File: config.mk
export PLATFORM = sky130hd
export DESIGN_NAME = plic_ctrl_flat
export DESIGN_NICKNAME = d
export VERILOG_FILES = /design/src/rtl/plic_pkg.sv /design/src/rtl/plic_ctrl_if.sv /design/src/rtl/plic_gateway.sv /design/src/rtl/plic_ctrl.sv /design/src/flat_wrapper.sv
export SDC_FILE = /design/constraint.sdc
export NUM_CORES = 1
export LEC_CHECK = 0
export BUFFER_PORTS_ARGS = -buffer_cell sky130_fd_sc_hd__buf_2
export CAP_MARGIN = 20
export CELL_PAD_IN_SITES_DETAIL_PLACEMENT = 1
export CELL_PAD_IN_SITES_GLOBAL_PLACEMENT = 1
export CORE_AREA = 3 3 159 84
export CTS_BUF_LIST = sky130_fd_sc_hd__clkbuf_4 sky130_fd_sc_hd__clkbuf_8 sky130_fd_sc_hd__clkbuf_16
export DETAILED_ROUTE_END_ITERATION = 10
export DIE_AREA = 0 0 162 87
export PLACE_DENSITY_LB_ADDON = 0.3
export SLEW_MARGIN = 0
export SYNTH_ARGS = -nofsm -noshare
export SYNTH_HDL_FRONTEND = slang
export SYNTH_SLANG_ARGS = --single-unit
File: constraint.sdc
create_clock -name clk -period 15 [get_ports clk]
set_clock_uncertainty 0.1 [all_clocks]
set_input_delay 0.75 -clock clk [delete_from_list [all_inputs] [get_ports clk]]
set_output_delay 0.75 -clock clk [all_outputs]
set_load 0.01 [all_outputs]
File: src/rtl/plic_pkg.sv
// Shared constants and register decode for the PLIC controller.
package plic_pkg;

   localparam int DEF_NUM_SRC = 8;
   localparam int DEF_PRIO_W  = 3;

   localparam logic [7:0] ADDR_PENDING   = 8'h80;
   localparam logic [7:0] ADDR_ENABLE    = 8'h84;
   localparam logic [7:0] ADDR_MODE      = 8'h88;
   localparam logic [7:0] ADDR_THRESHOLD = 8'h8C;
   localparam logic [7:0] ADDR_CLAIM     = 8'h90;

   typedef enum logic [2:0] {
      SEL_NONE,
      SEL_PRIO,
      SEL_PEND,
      SEL_EN,
      SEL_MODE,
      SEL_THR,
      SEL_CLAIM
   } reg_sel_e;

   // Map a byte address onto a register class; the two low address bits
   // are dropped so any byte lane of a word selects that word.
   function automatic reg_sel_e decode_addr(input logic [7:0] addr, input int num_src);
      logic [7:0] a;
      int         word;
      reg_sel_e   sel;
      a    = addr & 8'hFC;
      word = int'(a[7:2]);
      sel  = SEL_NONE;
      if (a == ADDR_PENDING)
         sel = SEL_PEND;
      else if (a == ADDR_ENABLE)
         sel = SEL_EN;
      else if (a == ADDR_MODE)
         sel = SEL_MODE;
      else if (a == ADDR_THRESHOLD)
         sel = SEL_THR;
      else if (a == ADDR_CLAIM)
         sel = SEL_CLAIM;
      else if (word >= 1 && word <= num_src)
         sel = SEL_PRIO;
      return sel;
   endfunction

endpackage

File: src/rtl/plic_ctrl_if.sv
// Register bus between a hart-side master and the PLIC controller.
interface plic_ctrl_if;

   logic        reg_we;
   logic        reg_re;
   logic [7:0]  reg_addr;
   logic [31:0] reg_wdata;
   logic [31:0] reg_rdata;

   modport master (
      output reg_we,
      output reg_re,
      output reg_addr,
      output reg_wdata,
      input  reg_rdata
   );

   modport slave (
      input  reg_we,
      input  reg_re,
      input  reg_addr,
      input  reg_wdata,
      output reg_rdata
   );

endinterface

File: src/rtl/plic_gateway.sv
// Per-source gateway: synchroniser, edge/level detection, pending and
// in-service tracking.  A claim always beats a same-cycle pending set.
module plic_gateway (
   input  logic clk,
   input  logic rst_n,
   input  logic i_src,
   input  logic i_mode,
   input  logic i_claim,
   input  logic i_complete,
   output logic o_pending,
   output logic o_in_service
);

   logic r_sync1;
   logic r_sync2;
   logic r_prev;
   logic r_pending;
   logic r_in_service;
   logic w_set;

   // Edge mode fires on a synchronised rise, level mode while high; nothing
   // is latched while the source is in service, so edges then are lost.
   assign w_set = ~r_in_service & (i_mode ? (r_sync2 & ~r_prev) : r_sync2);

   // Synchroniser chain plus pending/in-service state.
   always_ff @(posedge clk or negedge rst_n) begin
      if (!rst_n) begin
         r_sync1      <= 1'b0;
         r_sync2      <= 1'b0;
         r_prev       <= 1'b0;
         r_pending    <= 1'b0;
         r_in_service <= 1'b0;
      end else begin
         r_sync1 <= i_src;
         r_sync2 <= r_sync1;
         r_prev  <= r_sync2;
         if (i_claim) begin
            r_pending    <= 1'b0;
            r_in_service <= 1'b1;
         end else begin
            if (w_set)
               r_pending <= 1'b1;
            if (i_complete)
               r_in_service <= 1'b0;
         end
      end
   end

   assign o_pending    = r_pending;
   assign o_in_service = r_in_service;

endmodule

File: src/rtl/plic_ctrl.sv
// PLIC controller: register file, per-source gateways and arbitration
// producing a single registered interrupt line for one hart.
module plic_ctrl
   import plic_pkg::*;
#(
   parameter int NUM_SRC = DEF_NUM_SRC,
   parameter int PRIO_W  = DEF_PRIO_W
) (
   input  logic               clk,
   input  logic               rst_n,
   input  logic [NUM_SRC-1:0] irq_src,
   plic_ctrl_if.slave         bus,
   output logic               irq_o
);

   localparam int ID_W = $clog2(NUM_SRC + 1);

   logic [PRIO_W-1:0]  r_prio [NUM_SRC];
   logic [NUM_SRC-1:0] r_enable;
   logic [NUM_SRC-1:0] r_mode;
   logic [PRIO_W-1:0]  r_thr;
   logic [31:0]        r_rdata;
   logic               r_irq;

   logic [NUM_SRC-1:0] w_pending;
   logic [NUM_SRC-1:0] w_in_service;
   logic [NUM_SRC-1:0] w_claim;
   logic [NUM_SRC-1:0] w_complete;
   logic [ID_W-1:0]    w_win_id;
   logic [PRIO_W-1:0]  w_win_prio;
   logic               w_irq;
   logic [ID_W-1:0]    w_claim_id;
   logic               w_claim_rd;
   logic               w_complete_wr;
   logic [5:0]         w_idx;
   reg_sel_e           w_sel;
   logic [31:0]        w_rd_val;

   assign w_sel         = decode_addr(bus.reg_addr, NUM_SRC);
   assign w_idx         = bus.reg_addr[7:2];
   assign w_claim_rd    = bus.reg_re & (w_sel == SEL_CLAIM);
   assign w_complete_wr = bus.reg_we & (w_sel == SEL_CLAIM);

   genvar gi;
   generate
      for (gi = 0; gi < NUM_SRC; gi++) begin : g_src
         // Only the source the claim actually returns is handed over.
         assign w_claim[gi]    = w_claim_rd & (w_claim_id == ID_W'(gi + 1));
         // Completes naming an idle source are dropped here.
         assign w_complete[gi] = w_complete_wr & (bus.reg_wdata == 32'(gi + 1))
                                 & w_in_service[gi];

         plic_gateway u_gateway (
            .clk          (clk),
            .rst_n        (rst_n),
            .i_src        (irq_src[gi]),
            .i_mode       (r_mode[gi]),
            .i_claim      (w_claim[gi]),
            .i_complete   (w_complete[gi]),
            .o_pending    (w_pending[gi]),
            .o_in_service (w_in_service[gi])
         );

         // Priority register of this source.
         always_ff @(posedge clk or negedge rst_n) begin
            if (!rst_n)
               r_prio[gi] <= '0;
            else if (bus.reg_we && w_sel == SEL_PRIO && w_idx == 6'(gi + 1))
               r_prio[gi] <= bus.reg_wdata[PRIO_W-1:0];
         end
      end
   endgenerate

   // Shared control registers: enable, mode, threshold.
   always_ff @(posedge clk or negedge rst_n) begin
      if (!rst_n) begin
         r_enable <= '0;
         r_mode   <= '0;
         r_thr    <= '0;
      end else if (bus.reg_we) begin
         case (w_sel)
            SEL_EN:   r_enable <= bus.reg_wdata[NUM_SRC:1];
            SEL_MODE: r_mode   <= bus.reg_wdata[NUM_SRC:1];
            SEL_THR:  r_thr    <= bus.reg_wdata[PRIO_W-1:0];
            default:  ;
         endcase
      end
   end

   // Winner search: strictly-greater replace keeps the lowest ID on ties,
   // and starting from zero excludes priority-0 sources.
   always_comb begin
      w_win_id   = '0;
      w_win_prio = '0;
      for (int i = 0; i < NUM_SRC; i++) begin
         if (w_pending[i] && r_enable[i] && (r_prio[i] > w_win_prio)) begin
            w_win_id   = ID_W'(i + 1);
            w_win_prio = r_prio[i];
         end
      end
   end

   assign w_irq      = (w_win_id != '0) && (w_win_prio > r_thr);
   assign w_claim_id = w_irq ? w_win_id : '0;

   // Read mux; all values come from pre-edge state so a same-cycle write
   // is not visible in the data returned.
   always_comb begin
      w_rd_val = '0;
      case (w_sel)
         SEL_PRIO: begin
            for (int i = 0; i < NUM_SRC; i++) begin
               if (w_idx == 6'(i + 1))
                  w_rd_val[PRIO_W-1:0] = r_prio[i];
            end
         end
         SEL_PEND:  w_rd_val[NUM_SRC:0] = {w_pending, 1'b0};
         SEL_EN:    w_rd_val[NUM_SRC:0] = {r_enable, 1'b0};
         SEL_MODE:  w_rd_val[NUM_SRC:0] = {r_mode, 1'b0};
         SEL_THR:   w_rd_val[PRIO_W-1:0] = r_thr;
         SEL_CLAIM: w_rd_val[ID_W-1:0] = w_claim_id;
         default:   w_rd_val = '0;
      endcase
   end

   // Registered read data (held between reads) and interrupt output.
   always_ff @(posedge clk or negedge rst_n) begin
      if (!rst_n) begin
         r_rdata <= '0;
         r_irq   <= 1'b0;
      end else begin
         r_irq <= w_irq;
         if (bus.reg_re)
            r_rdata <= w_rd_val;
      end
   end

   assign bus.reg_rdata = r_rdata;
   assign irq_o         = r_irq;

endmodule

File: src/flat_wrapper.sv
// flat-port wrapper written by rule: the top's interface ports become plain ports
module plic_ctrl_flat import plic_pkg::*;
#(
   parameter int NUM_SRC = DEF_NUM_SRC,
   parameter int PRIO_W  = DEF_PRIO_W
)
  (clk, rst_n, irq_src, irq_o, bus_reg_we, bus_reg_re, bus_reg_addr, bus_reg_wdata, bus_reg_rdata);
  plic_ctrl_if bus_i ();
  input  logic clk;
  input  logic rst_n;
  input  logic [NUM_SRC-1:0] irq_src;
  output logic irq_o;
  input wire logic [$bits(bus_i.reg_we)-1:0] bus_reg_we;
  input wire logic [$bits(bus_i.reg_re)-1:0] bus_reg_re;
  input wire logic [$bits(bus_i.reg_addr)-1:0] bus_reg_addr;
  input wire logic [$bits(bus_i.reg_wdata)-1:0] bus_reg_wdata;
  output wire logic [$bits(bus_i.reg_rdata)-1:0] bus_reg_rdata;
  assign bus_i.reg_we = bus_reg_we;
  assign bus_i.reg_re = bus_reg_re;
  assign bus_i.reg_addr = bus_reg_addr;
  assign bus_i.reg_wdata = bus_reg_wdata;
  assign bus_reg_rdata = bus_i.reg_rdata;
  plic_ctrl #(.NUM_SRC(NUM_SRC), .PRIO_W(PRIO_W)) u_core (.clk(clk), .rst_n(rst_n), .irq_src(irq_src), .bus(bus_i), .irq_o(irq_o));
endmodule
Word-level counts from Yosys, hierarchy flattened --
Index checks and enable logic that the tools add are counted.
Cells by class: $lt $le $gt $ge 11, eq/ne operators 35, muxes and demuxes 74, bitwise operators 58, reduce and logical (&&, ||, !) cells 47
Operators with widths (count):
- equality test 32 x 3 -> 1 bit, second input constant | 4
- two-way mux 3 bit | 25
- equality test 32 x 2 -> 1 bit, second input constant | 2
- AND 1 bit | 42
- two-way mux 1 bit | 42
- equality test 32 x 1 -> 1 bit, second input constant | 1
- equality test 32 x 4 -> 1 bit, second input constant | 1
- nonzero test 2 bit | 16
- equality test 6 bit, second input constant | 5
- logical AND 1 bit | 27
- equality test 6 x 3 -> 1 bit, second input constant | 4
- greater-than comparator 3 bit | 8
- one-hot mux 3 bit (6 select lines) | 1
- equality test 4 x 3 -> 1 bit, second input constant | 4
- NOT 1 bit | 16
- one-hot mux 5 bit (3 select lines) | 1
- equality test 6 x 2 -> 1 bit, second input constant | 2
- equality test 3 bit, second input constant | 3
- equality test 4 x 2 -> 1 bit, second input constant | 2
- two-way mux 4 bit | 2
- equality test 3 x 2 -> 1 bit, second input constant | 2
- equality test 6 x 1 -> 1 bit, second input constant | 1
- equality test 6 x 4 -> 1 bit, second input constant | 1
- >= comparator 6 x 1 -> 1 bit, second input constant | 1
- 9 further kinds | 12
Storage, ports and cells: bits in registers 93, bits of input ports 52

Logic depth before layout (Yosys ltp) --
Gate-level depths: netlist (run 1).
word-level depth 30, depth in mapped cells 65, depth with buffers taken out 65

Hierarchy --
Synthesis (run 1) repeated with hierarchy kept, for this count alone.
Unflattened totals: cells, all modules 530, area total of the unflattened synthesis 5311.3 sq um
By module, submodules not included:
- plic_ctrl | instances 1, cells each 450, area an instance 4110.2 sq um
- plic_gateway | instances 8, cells each 10, area an instance 150.1 sq um

Least setup slack after synthesis (run 1) --
Ideal clock, no wire load.
kind reg-to-reg, from register u_core.g_src[0].u_gateway.r_pending, to register u_core.g_src[0].u_gateway.r_pending, setup time 0.121 ns, arrival time 12.061 ns, required time 14.779 ns, setup slack 2.718 ns, stages on the path, launching flop included 62, period minus slack after synthesis 12.282 ns, path through dfrtp_1 and3_1 inv_1 ha_1 nor2b_1 o311a_1 a21o_1 and2_1 ha_1 nand2_1 or3_1 a22oi_2 nor2_1 nand2_1 mux2_2 ha_1 nor2_1 or2_2 [26 not listed] clkbuf_1 a31oi_1 inv_1 ha_1 nor2b_1 o21a_1 o2111ai_1 mux2_2 ha_1 nor2b_1 o21a_1 o21ai_0 nor2_1 nand2_1 or2_2 nand2b_1 or3_1 o22a_1
On the way: cells in the longest elaborated chain, start to end 30, elaborated cells between the ends (all ways) 40
Ends and longest elaborated chain:
- start: declaration | RTL line plic_gateway.sv:17 | logic r_pending;
- start signal: assignment | RTL line plic_gateway.sv:31 | r_pending <= 1'b0;
- start signal: assignment | RTL line plic_gateway.sv:38 | r_pending <= 1'b0;
- start signal: assignment | RTL line plic_gateway.sv:42 | r_pending <= 1'b1;
- logical AND 1 bit (*) (2 in a row) | RTL line plic_ctrl.sv:96 | if (w_pending[i] && r_enable[i] && (r_prio[i] > w_win_prio)) begin
- two-way mux 3 bit | RTL line plic_ctrl.sv:96
- greater-than comparator 3 bit | RTL line plic_ctrl.sv:96
- logical AND 1 bit | RTL line plic_ctrl.sv:96
- two-way mux 3 bit | RTL line plic_ctrl.sv:96
- greater-than comparator 3 bit | RTL line plic_ctrl.sv:96
- logical AND 1 bit | RTL line plic_ctrl.sv:96
- two-way mux 3 bit | RTL line plic_ctrl.sv:96
- [13 not listed]
- logical AND 1 bit | RTL line plic_ctrl.sv:96
- two-way mux 3 bit or two-way mux 4 bit (tied branches) | RTL line plic_ctrl.sv:96
- greater-than comparator 3 bit or nonzero test 4 bit (tied branches) | RTL line plic_ctrl.sv:103 | assign w_irq = (w_win_id != '0) && (w_win_prio > r_thr);
- logical AND 1 bit | RTL line plic_ctrl.sv:103
- two-way mux 4 bit (*) | RTL line plic_ctrl.sv:104 | assign w_claim_id = w_irq ? w_win_id : '0;
- equality test 4 x 1 -> 1 bit (*) | RTL line plic_ctrl.sv:48 | assign w_claim[gi] = w_claim_rd & (w_claim_id == ID_W'(gi + 1));
- AND 1 bit (*) | RTL line plic_ctrl.sv:48
- two-way mux 1 bit or nonzero test 2 bit (tied branches)
Mark *: on every way between the ends. The rest lies on a longest branch, timed or not. A chain may end at the register's enable or synchronous reset.

Final worst setup path (run 1) --
from register u_core.g_src[0].u_gateway.r_pending, to register u_core.g_src[1].u_gateway.r_pending
On the way: cells in the longest elaborated chain, start to end 30, elaborated cells between the ends (all ways) 40
Ends and longest elaborated chain (RTL line):
- logical AND 1 bit (*) (2 in a row) | plic_ctrl.sv:96
- two-way mux 3 bit | plic_ctrl.sv:96
- greater-than comparator 3 bit | plic_ctrl.sv:96
- logical AND 1 bit | plic_ctrl.sv:96
- two-way mux 3 bit | plic_ctrl.sv:96
- greater-than comparator 3 bit | plic_ctrl.sv:96
- logical AND 1 bit | plic_ctrl.sv:96
- two-way mux 3 bit | plic_ctrl.sv:96
- [13 not listed]
- logical AND 1 bit | plic_ctrl.sv:96
- two-way mux 3 bit or two-way mux 4 bit (tied branches) | plic_ctrl.sv:96
- greater-than comparator 3 bit or nonzero test 4 bit (tied branches) | plic_ctrl.sv:103
- logical AND 1 bit | plic_ctrl.sv:103
- two-way mux 4 bit (*) | plic_ctrl.sv:104
- equality test 4 x 2 -> 1 bit (*) | plic_ctrl.sv:48
- AND 1 bit (*) | plic_ctrl.sv:48
- two-way mux 1 bit or nonzero test 2 bit (tied branches)
- end signal: assignment | plic_gateway.sv:31
- end signal: assignment | plic_gateway.sv:38
- end signal: assignment | plic_gateway.sv:42
- end: declaration | plic_gateway.sv:17
Marked as above.

==> results of run 1 <==
## layout by cell type (no fill, tap or decap), types with 3 or more instances in the layout
cell / instances
a211oi_1: 3
and3_1: 6
nor2b_1: 8
a221o_1: 3
inv_1: 31
nand4_1: 5
a21oi_1: 20
clkbuf_16: 9
buf_2: 58
or3_1: 4
nor4_1: 6
clkinv_4: 3
o21ai_1: 6
nor2_1: 30
conb_1: 23
ha_1: 17
o21ai_0: 30
buf_4: 5
mux2i_1: 9
a31oi_1: 13
nand3_1: 19
nor4b_1: 3
or2_2: 5
and2_1: 4
mux2_2: 36
mux4_2: 5
dfrtp_1: 93
a21o_1: 5
o21a_1: 6
nor3_1: 8
nand2_1: 55
o2bb2ai_1: 5
o41ai_1: 3
## through the flow
stage	area (um2)	hold WS [ns]	std cells	total power, mW
2_1_floorplan	5340	0.231	550	0.427
3_5_place_dp	5640	0.236	739	0.484
3_3_place_gp	5640	0.232	739	0.474
6_report	5970	0.250	755	0.728
5_1_grt	5970	0.264	755	0.767
4_1_cts	5960	0.253	755	0.730
## worst max path at each step
| stage | start | endpoint | cells after the start |
|---|---|---|---|
| 3_5_place_dp | u_core.g_src[0].u_gateway.o_pending | u_core.g_src[1].u_gateway.o_pending | 64 |
| 5_1_grt | u_core.g_src[0].u_gateway.o_pending | u_core.g_src[1].u_gateway.o_pending | 64 |
| 6_report | u_core.g_src[0].u_gateway.o_pending | u_core.g_src[1].u_gateway.o_pending | 64 |
| 3_3_place_gp | u_core.g_src[0].u_gateway.o_pending | u_core.g_src[1].u_gateway.o_pending | 64 |
| 4_1_cts | u_core.g_src[0].u_gateway.o_pending | u_core.g_src[1].u_gateway.o_pending | 64 |
| 2_1_floorplan | u_core.g_src[0].u_gateway.o_pending | u_core.g_src[0].u_gateway.o_pending | 61 |
## final cells by class
class | instances | area (um2)
clock buffer | 11 | 253
clock inverter | 5 | 67.6
fill | 1384 | 5870
inverter | 32 | 120
multi-input combinational | 386 | 2670
sequential | 93 | 2330
tap | 165 | 206
timing repair buffer | 63 | 328
## cell families after synthesis
kind of cell	Yosys count	share of synthesized area
compound gates	130	0.175
simple gates	163	0.152
flops	93	0.443
other cells	1	0.000713
buf+inv	71	0.0671
fa+ha+maj	20	0.0464
mux	50	0.116
## what timing repair did
action | CTS | global route
buffers inserted | 0 | 0
endpoints found under the hold margin | 0 | 0
gates resized for setup | 0 | 1
setup endpoints to repair | 0 | 6
## worst max-delay path, delay by kind of cell, from the launching register on
family | cells | cell delay (ns)
AND/OR/NAND/NOR | 29 | 4.90
AO/OA/AOI/OAI | 17 | 3.64
adder cells (fa/ha/maj) | 9 | 2.61
multiplexers | 4 | 1.43
buffers and inverters | 5 | 0.58
flip-flops | 1 | 0.45
## power groups by stage
stage	sequential, mW	combinational [mW]	clock, mW
after floorplan	0.288	0.140	0
after global placement	0.295	0.179	0
after detailed placement	0.297	0.187	0
after CTS	0.293	0.188	0.249
after global routing	0.296	0.211	0.260
final	0.294	0.189	0.245
## per-layer routing
metal | vias up | routed length [um] | share of wire | GRT usage
met2 | 95 | 7410 | 0.47 | 0.385
met4 | 0 | 157 | 0.010 | 0.0511
li1 | 1998 | - | - | -
met5 | - | 0 | 0 | 0
met3 | 13 | 943 | 0.060 | 0.0546
met1 | 2266 | 7150 | 0.46 | 0.307
==> results.json, run 1 <==
{
  "outcome": "finished clean",
  "relSlewSlack": 0.387,
  "endpoint_kind": "flop",
  "dp_slack_ns": 1.05,
  "die_w_um": 162,
  "switchingPower_mw": 0.237,
  "start_util": 0.444,
  "crit_arrival_ns": 13.97,
  "power_density_nw_per_um2": 122,
  "internal_power_mw": 0.490,
  "holdPathStages": 0,
  "fin_nets": 654,
  "clkTransAtPathRegs_ns": 0.07,
  "clock_path_buffers": 2,
  "grt_max_degree": 48,
  "via_count": 4372,
  "cts_sinks": 93,
  "pwr-share-clk": 0.336,
  "p_seq_frac": 0.403,
  "synth-seq-cells": 93,
  "grt-ovfl-total": 0,
  "antenna_found_initial": 0,
  "drtIter0Drc": 250,
  "drt-wirelength-per-cell_um": 20.7,
  "p_sw_frac": 0.326,
  "design.die.area_um2": 14100,
  "setup_tns_ns": 0,
  "routed_via_density": 5.79,
  "coreArea_um2": 11800,
  "finalSetupViolations": 0,
  "synth_area_leader_cell": "dfrtp_1",
  "slowest_delay_ns": 0.45,
  "critPathLaunchType": "flop",
  "synthArstFlopShare": 1.00,
  "finish.utilization": 0.504,
  "dr.pass1.iters": 4,
  "postCtsHoldBufs": 0,
  "numCtsBuffers": 9,
  "ys_warn_count": 0,
  "final_antenna_net_count": 0,
  "grt_pass1_wl_mm": 24.9,
  "cts_tree": "yes",
  "reg2reg_depth": 64,
  "slowest_stage": "dfrtp_1",
  "floorplan.rows": 28,
  "htreeDepth": 3,
  "yosysMostFrequentCell": "dfrtp_1",
  "synth_edf_count": 0,
  "hold_class": "flop to flop",
  "syn_area_um2": 5260,
  "clock_latency_ns": 0.35,
  "timing.rr.start": "u_core.g_src[0].u_gateway.o_pending",
  "rrSetupSlack_ns": 1.15,
  "dpl.hpwl_mm": 11.9,
  "fmax_ghz": 0.0722,
  "routed_wl_mm": 15.7,
  "grt_util_all_layers": 0.230,
  "yosysTopAreaCellShare": 0.443,
  "area_growth_pct": 13.5,
  "rsz0062_at_grt": "false",
  "remaining_drc_errors": 0,
  "combPwrFrac": 0.260,
  "hold_viol_final": 0,
  "cap_violations": 0,
  "critPathRequiredTime_ns": 15.12,
  "vdd_ir_drop_max_uv": 66.1,
  "regMostFlops": "u_core.r_prio",
  "critical_path_class": "flop to flop",
  "ys_types": 69,
  "gp_congestion": 0.877,
  "grt_pass1_vias": 4632,
  "drv_slew": 0,
  "antenna_cells": 0,
  "syn_avg_cell_area_um2": 9.96,
  "synthTopCellsByArea": "dfrtp_1, mux2_2, ha_1, nand2_1, buf_4",
  "setup_slack_ns": 1.15,
  "drive_gt1_frac": 0.231,
  "ys_seq_area_frac": 0.443,
  "hp-start": "u_core.g_src[4].u_gateway.r_sync1",
  "largest_reg_flops": 24,
  "power_leakage_nw": 2.71,
  "die_y_um": 87,
  "fin_crit_sh": 0.923,
  "ioPinCount": 85,
  "rr_endpoint": "u_core.g_src[1].u_gateway.o_pending",
  "hold_end": "u_core.g_src[4].u_gateway.r_sync2",
  "critical_path.max_fanout": 13,
  "numPortBuffers": 59,
  "cpMostUsedCell": "nor2_1",
  "min_period_ns": 13.85,
  "root_buffer": "clkbuf_16",
  "worst_pin_slew_ns": 0.910,
  "netlist_instances": 528,
  "synth_flop_cell": "dfrtp_1",
  "synth_common_cells": "dfrtp_1, nand2_1, mux2_2"
}
No activity file was read; power rests on OpenSTA's default activity.
==> run 2: changes to the inputs <==
Settings changed: CELL_PAD_IN_SITES_DETAIL_PLACEMENT 1 to unset, CELL_PAD_IN_SITES_GLOBAL_PLACEMENT 1 to unset, CORE_AREA 3 3 159 84 to 3 3 140 74, DIE_AREA 0 0 162 87 to 0 0 143 77.
==> results.json, run 2 (same netlist as run 1, synthesis figures left out) <==
{
  "rsz0062_at_grt": "false",
  "cts_sinks": 93,
  "power.total_mw": 0.708,
  "drt-wirelength-per-cell_um": 18.6,
  "crit_arrival_ns": 14.23,
  "htreeDepth": 3,
  "cts_tree": "yes",
  "gp_congestion": 0.948,
  "largest_reg_flops": 24,
  "hold_class": "flop to flop",
  "area_growth_pct": 12.0,
  "die_y_um": 77,
  "outcome": "finished clean",
  "whs_ns": 0.240,
  "setup_tns_ns": 0,
  "grt-ovfl-total": 0,
  "routed_wl_mm": 13.2,
  "fin_crit_sh": 0.941,
  "start_util": 0.566,
  "hold_viol_final": 0,
  "vdd_ir_drop_max_uv": 89.4,
  "coreArea_um2": 9290,
  "critPathLaunchType": "flop",
  "rr_endpoint": "u_core.g_src[3].u_gateway.o_pending",
  "die_w_um": 143,
  "numPortBuffers": 59,
  "antenna_cells": 0,
  "clock_latency_ns": 0.35,
  "antenna_found_initial": 0,
  "hold_end": "u_core.g_src[1].u_gateway.r_sync2",
  "final_common_cell": "dfrtp_1",
  "critical_path_class": "flop to flop",
  "remaining_drc_errors": 0,
  "relSlewSlack": 0.436,
  "floorplan.rows": 25,
  "root_buffer": "clkbuf_16",
  "critPathRequiredTime_ns": 15.12,
  "grt_util_all_layers": 0.246,
  "grt_max_degree": 49,
  "cpMostUsedCell": "nor2_1",
  "ctsResizeCount": 0,
  "cap_violations": 0,
  "min_period_ns": 14.11,
  "grt_pass1_vias": 4017,
  "hp-start": "u_core.g_src[1].u_gateway.r_sync1",
  "clock_path_buffers": 2,
  "postCtsHoldBufs": 0,
  "drtIter0Drc": 286,
  "slowest_stage": "o2111ai_1",
  "regMostFlops": "u_core.r_prio",
  "ioPinCount": 85,
  "grt_pass1_wl_mm": 20.7,
  "finalSetupViolations": 0,
  "drv_slew": 0,
  "startpoint": "u_core.g_src[0].u_gateway.o_pending",
  "critical_path.max_fanout": 13,
  "cts_setup_buffers": 0,
  "fmax_ghz": 0.0709,
  "final_cell_mix": "dfrtp_1, buf_2, nand2_1",
  "dr.pass1.iters": 5,
  "slowest_delay_ns": 0.68,
  "power_leakage_nw": 2.70,
  "timing.rr.start": "u_core.g_src[0].u_gateway.o_pending",
  "design.die.area_um2": 11000,
  "holdPathStages": 0,
  "dpl.hpwl_mm": 9.83,
  "routed_via_density": 6.02,
  "via_count": 4277,
  "final_antenna_net_count": 0,
  "reg2reg_depth": 61,
  "numCtsBuffers": 9,
  "worst_pin_slew_ns": 0.845,
  "power_density_nw_per_um2": 120,
  "fin_nets": 653,
  "rrSetupSlack_ns": 0.89,
  "drive_gt1_frac": 0.229,
  "clkTransAtPathRegs_ns": 0.07,
  "endpoint_kind": "flop"
}
run 2: changes by cell type in the layout (fill, tap and decap cells not counted):
cell,before,now
inv_8,1,0
buf_4,5,4
clkbuf_8,2,0
clkinv_4,3,1
clkbuf_4,0,1
inv_6,0,3
clkinv_2,0,1
run 2: per-stage QoR:
| step | area [um2] | cells | worst slack (ns) | utilization |
|---|---|---|---|---|
| finish | 5890 | 710 | 0.888 | 0.634 |
| global placement | 5580 | 694 | 1.12 | 0.600 |
| global route | 5890 | 710 | 0.0144 | 0.634 |
| detailed placement | 5580 | 694 | 0.887 | 0.600 |
| floorplan | 5340 | 550 | 2.72 | - |
| CTS | 5880 | 710 | 0.801 | 0.633 |
run 2: final cells by class:
cell class / instances / area, um2
Sequential cell: 93 / 2330
Inverter: 32 / 120
Clock buffer: 10 / 233
Fill cell: 741 / 3400
Clock inverter: 6 / 70.1
Tap cell: 121 / 151
Multi-Input combinational cell: 386 / 2670
Timing Repair Buffer: 62 / 320
run 2: worst max-delay path by stage:
stage | to | slack [ns] | cells past startpoint
final | u_core.g_src[3].u_gateway.o_pending | 0.89 | 61
after floorplan | u_core.g_src[0].u_gateway.o_pending | 2.72 | 61
after global routing | u_core.g_src[1].u_gateway.o_pending | 0.01 | 62
after CTS | u_core.g_src[3].u_gateway.o_pending | 0.80 | 61
after global placement | u_core.g_src[1].u_gateway.o_pending | 1.12 | 63
after detailed placement | u_core.g_src[3].u_gateway.o_pending | 0.89 | 61
run 2: worst max-delay path, delay by kind of cell (launching register included):
| kind | cells | cell delay, ns |
|---|---|---|
| compound gates | 17 | 4.62 |
| fa+ha+maj | 9 | 2.60 |
| buf+inv | 3 | 0.22 |
| flops | 1 | 0.45 |
| mux | 4 | 1.44 |
| simple gates | 28 | 4.54 |
run 2: layer usage:
layer / global-route usage / vias up / part of all wire
met3: 0.0623 / 23 / 0.094
met1: 0.339 / 2050 / 0.44
li1: - / 1999 / -
met5: 0 / - / 0
met4: 0.0863 / 0 / 0.021
met2: 0.380 / 205 / 0.45
run 2: where the power goes:
| group | internal (mW) | switching [mW] |
|---|---|---|
| Combinational | 0.0786 | 0.106 |
| Clock | 0.133 | 0.0984 |
| Sequential | 0.271 | 0.0212 |
==> run 3: changes to the inputs <==
Settings changed: CORE_AREA 3 3 140 74 to 2 2 139 73, DIE_AREA 0 0 143 77 to 0 0 141 75, PLACE_DENSITY set to 0.88, PLACE_DENSITY_LB_ADDON 0.3 to unset.
==> results.json, run 3 (same netlist as run 1, synthesis figures left out) <==
{
  "routed_wl_mm": 13.8,
  "finalSetupViolations": 0,
  "fmax_ghz": 0.0726,
  "fin_nets": 655,
  "final_cell_mix": "dfrtp_1, buf_2, nand2_1",
  "cts_sinks": 93,
  "die_w_um": 141,
  "cp.buffers_inverters": 6,
  "nFillCells": 692,
  "rsz0062_at_grt": "false",
  "critPathLaunchType": "flop",
  "drt-wirelength-per-cell_um": 19.4,
  "path_delay_family": "simple AND/OR/NAND/NOR gates",
  "power_leakage_nw": 2.72,
  "final_common_cell": "dfrtp_1",
  "vdd_ir_drop_max_uv": 66.5,
  "grt_pass1_vias": 4390,
  "fin_crit_sh": 0.918,
  "gp_congestion": 0.945,
  "postCtsHoldBufs": 0,
  "setup_tns_ns": 0,
  "grt-ovfl-total": 0,
  "antenna_cells": 0,
  "start_util": 0.566,
  "grt_util_all_layers": 0.272,
  "hold_class": "flop to flop",
  "whs_ns": 0.249,
  "min_period_ns": 13.77,
  "grt_pass1_wl_mm": 21.9,
  "numPortBuffers": 59,
  "via_count": 4518,
  "die_y_um": 75,
  "dr.pass1.iters": 6,
  "critPathRequiredTime_ns": 15.14,
  "clkTransAtPathRegs_ns": 0.07,
  "finish.utilization": 0.638,
  "slowest_delay_ns": 0.45,
  "design.die.area_um2": 10600,
  "outcome": "finished clean",
  "ioPinCount": 85,
  "drive_gt1_frac": 0.230,
  "drv_slew": 0,
  "clock_path_buffers": 2,
  "regMostFlops": "u_core.r_prio",
  "critical_path.max_fanout": 13,
  "final_antenna_net_count": 0,
  "relSlewSlack": 0.400,
  "root_buffer": "clkbuf_16",
  "dpl.hpwl_mm": 9.69,
  "htreeDepth": 3,
  "cpMostUsedCell": "nor2_1",
  "endpoint_kind": "flop",
  "grt_max_degree": 94,
  "area_growth_pct": 12.7,
  "cap_violations": 0,
  "critical_path_class": "flop to flop",
  "remaining_drc_errors": 0,
  "worst_pin_slew_ns": 0.891,
  "drtIter0Drc": 488,
  "clock_latency_ns": 0.35,
  "power_density_nw_per_um2": 122,
  "largest_reg_flops": 24,
  "numCtsBuffers": 9,
  "crit_arrival_ns": 13.91,
  "ctsResizeCount": 0,
  "slowest_stage": "dfrtp_1",
  "antenna_found_initial": 0,
  "cts_tree": "yes",
  "floorplan.rows": 25,
  "routed_via_density": 6.35,
  "cts_setup_buffers": 0,
  "hold_viol_final": 0,
  "coreArea_um2": 9290
}
-- run 3: path summary, 6_finish.rpt --
| check | to | cells past startpoint | startpoint | slack, ns |
|---|---|---|---|---|
| min | u_core.g_src[1].u_gateway.r_sync2 | 0 | u_core.g_src[1].u_gateway.r_sync1 | 0.25 |
| min in group asynchronous | u_core.g_src[1].u_gateway.r_sync2 | 1 | rst_n | 0.32 |
| max | u_core.g_src[1].u_gateway.o_in_service | 65 | u_core.g_src[0].u_gateway.o_pending | 1.23 |
| min reg2reg | u_core.g_src[1].u_gateway.r_sync2 | 0 | u_core.g_src[1].u_gateway.r_sync1 | 0.25 |
| max reg2reg | u_core.g_src[1].u_gateway.o_in_service | 65 | u_core.g_src[0].u_gateway.o_pending | 1.23 |
| max in group asynchronous | u_core.r_enable[7] | 2 | rst_n | 13.81 |
-- run 3: per-layer routing --
| metal | vias up | track usage | wire length, um |
|---|---|---|---|
| met4 | 0 | 0.136 | 564 |
| met3 | 73 | 0.0611 | 1400 |
| met2 | 266 | 0.459 | 6390 |
| li1 | 2008 | - | - |
| met5 | - | 0 | 0 |
| met1 | 2171 | 0.342 | 5430 |
-- run 3: final cells by class --
type,instances,area (um2),share of cell area
clock buffers,10,239,0.0403
clock inverters,6,78.8,0.0133
inverters,32,120,0.0203
multi-input cells,386,2660,0.449
flip-flops and latches,93,2330,0.393
well taps,121,151,0.0256
repair buffers,64,348,0.0587
-- run 3: per-stage QoR --
stage / total power, mW / worst slack [ns] / cell area, um2 / std cells
after detailed placement: 0.477 / 1.64 / 5590 / 695
after global placement: 0.468 / 1.85 / 5590 / 695
final: 0.723 / 1.23 / 5920 / 712
after floorplan: 0.427 / 2.72 / 5340 / 550
after global routing: 0.758 / 0.367 / 5920 / 712
after CTS: 0.718 / 1.48 / 5900 / 711
-- run 3: power breakdown --
part,internal [mW],switching [mW]
sequential,0.271,0.0227
clock,0.137,0.104
combinational,0.0801,0.108
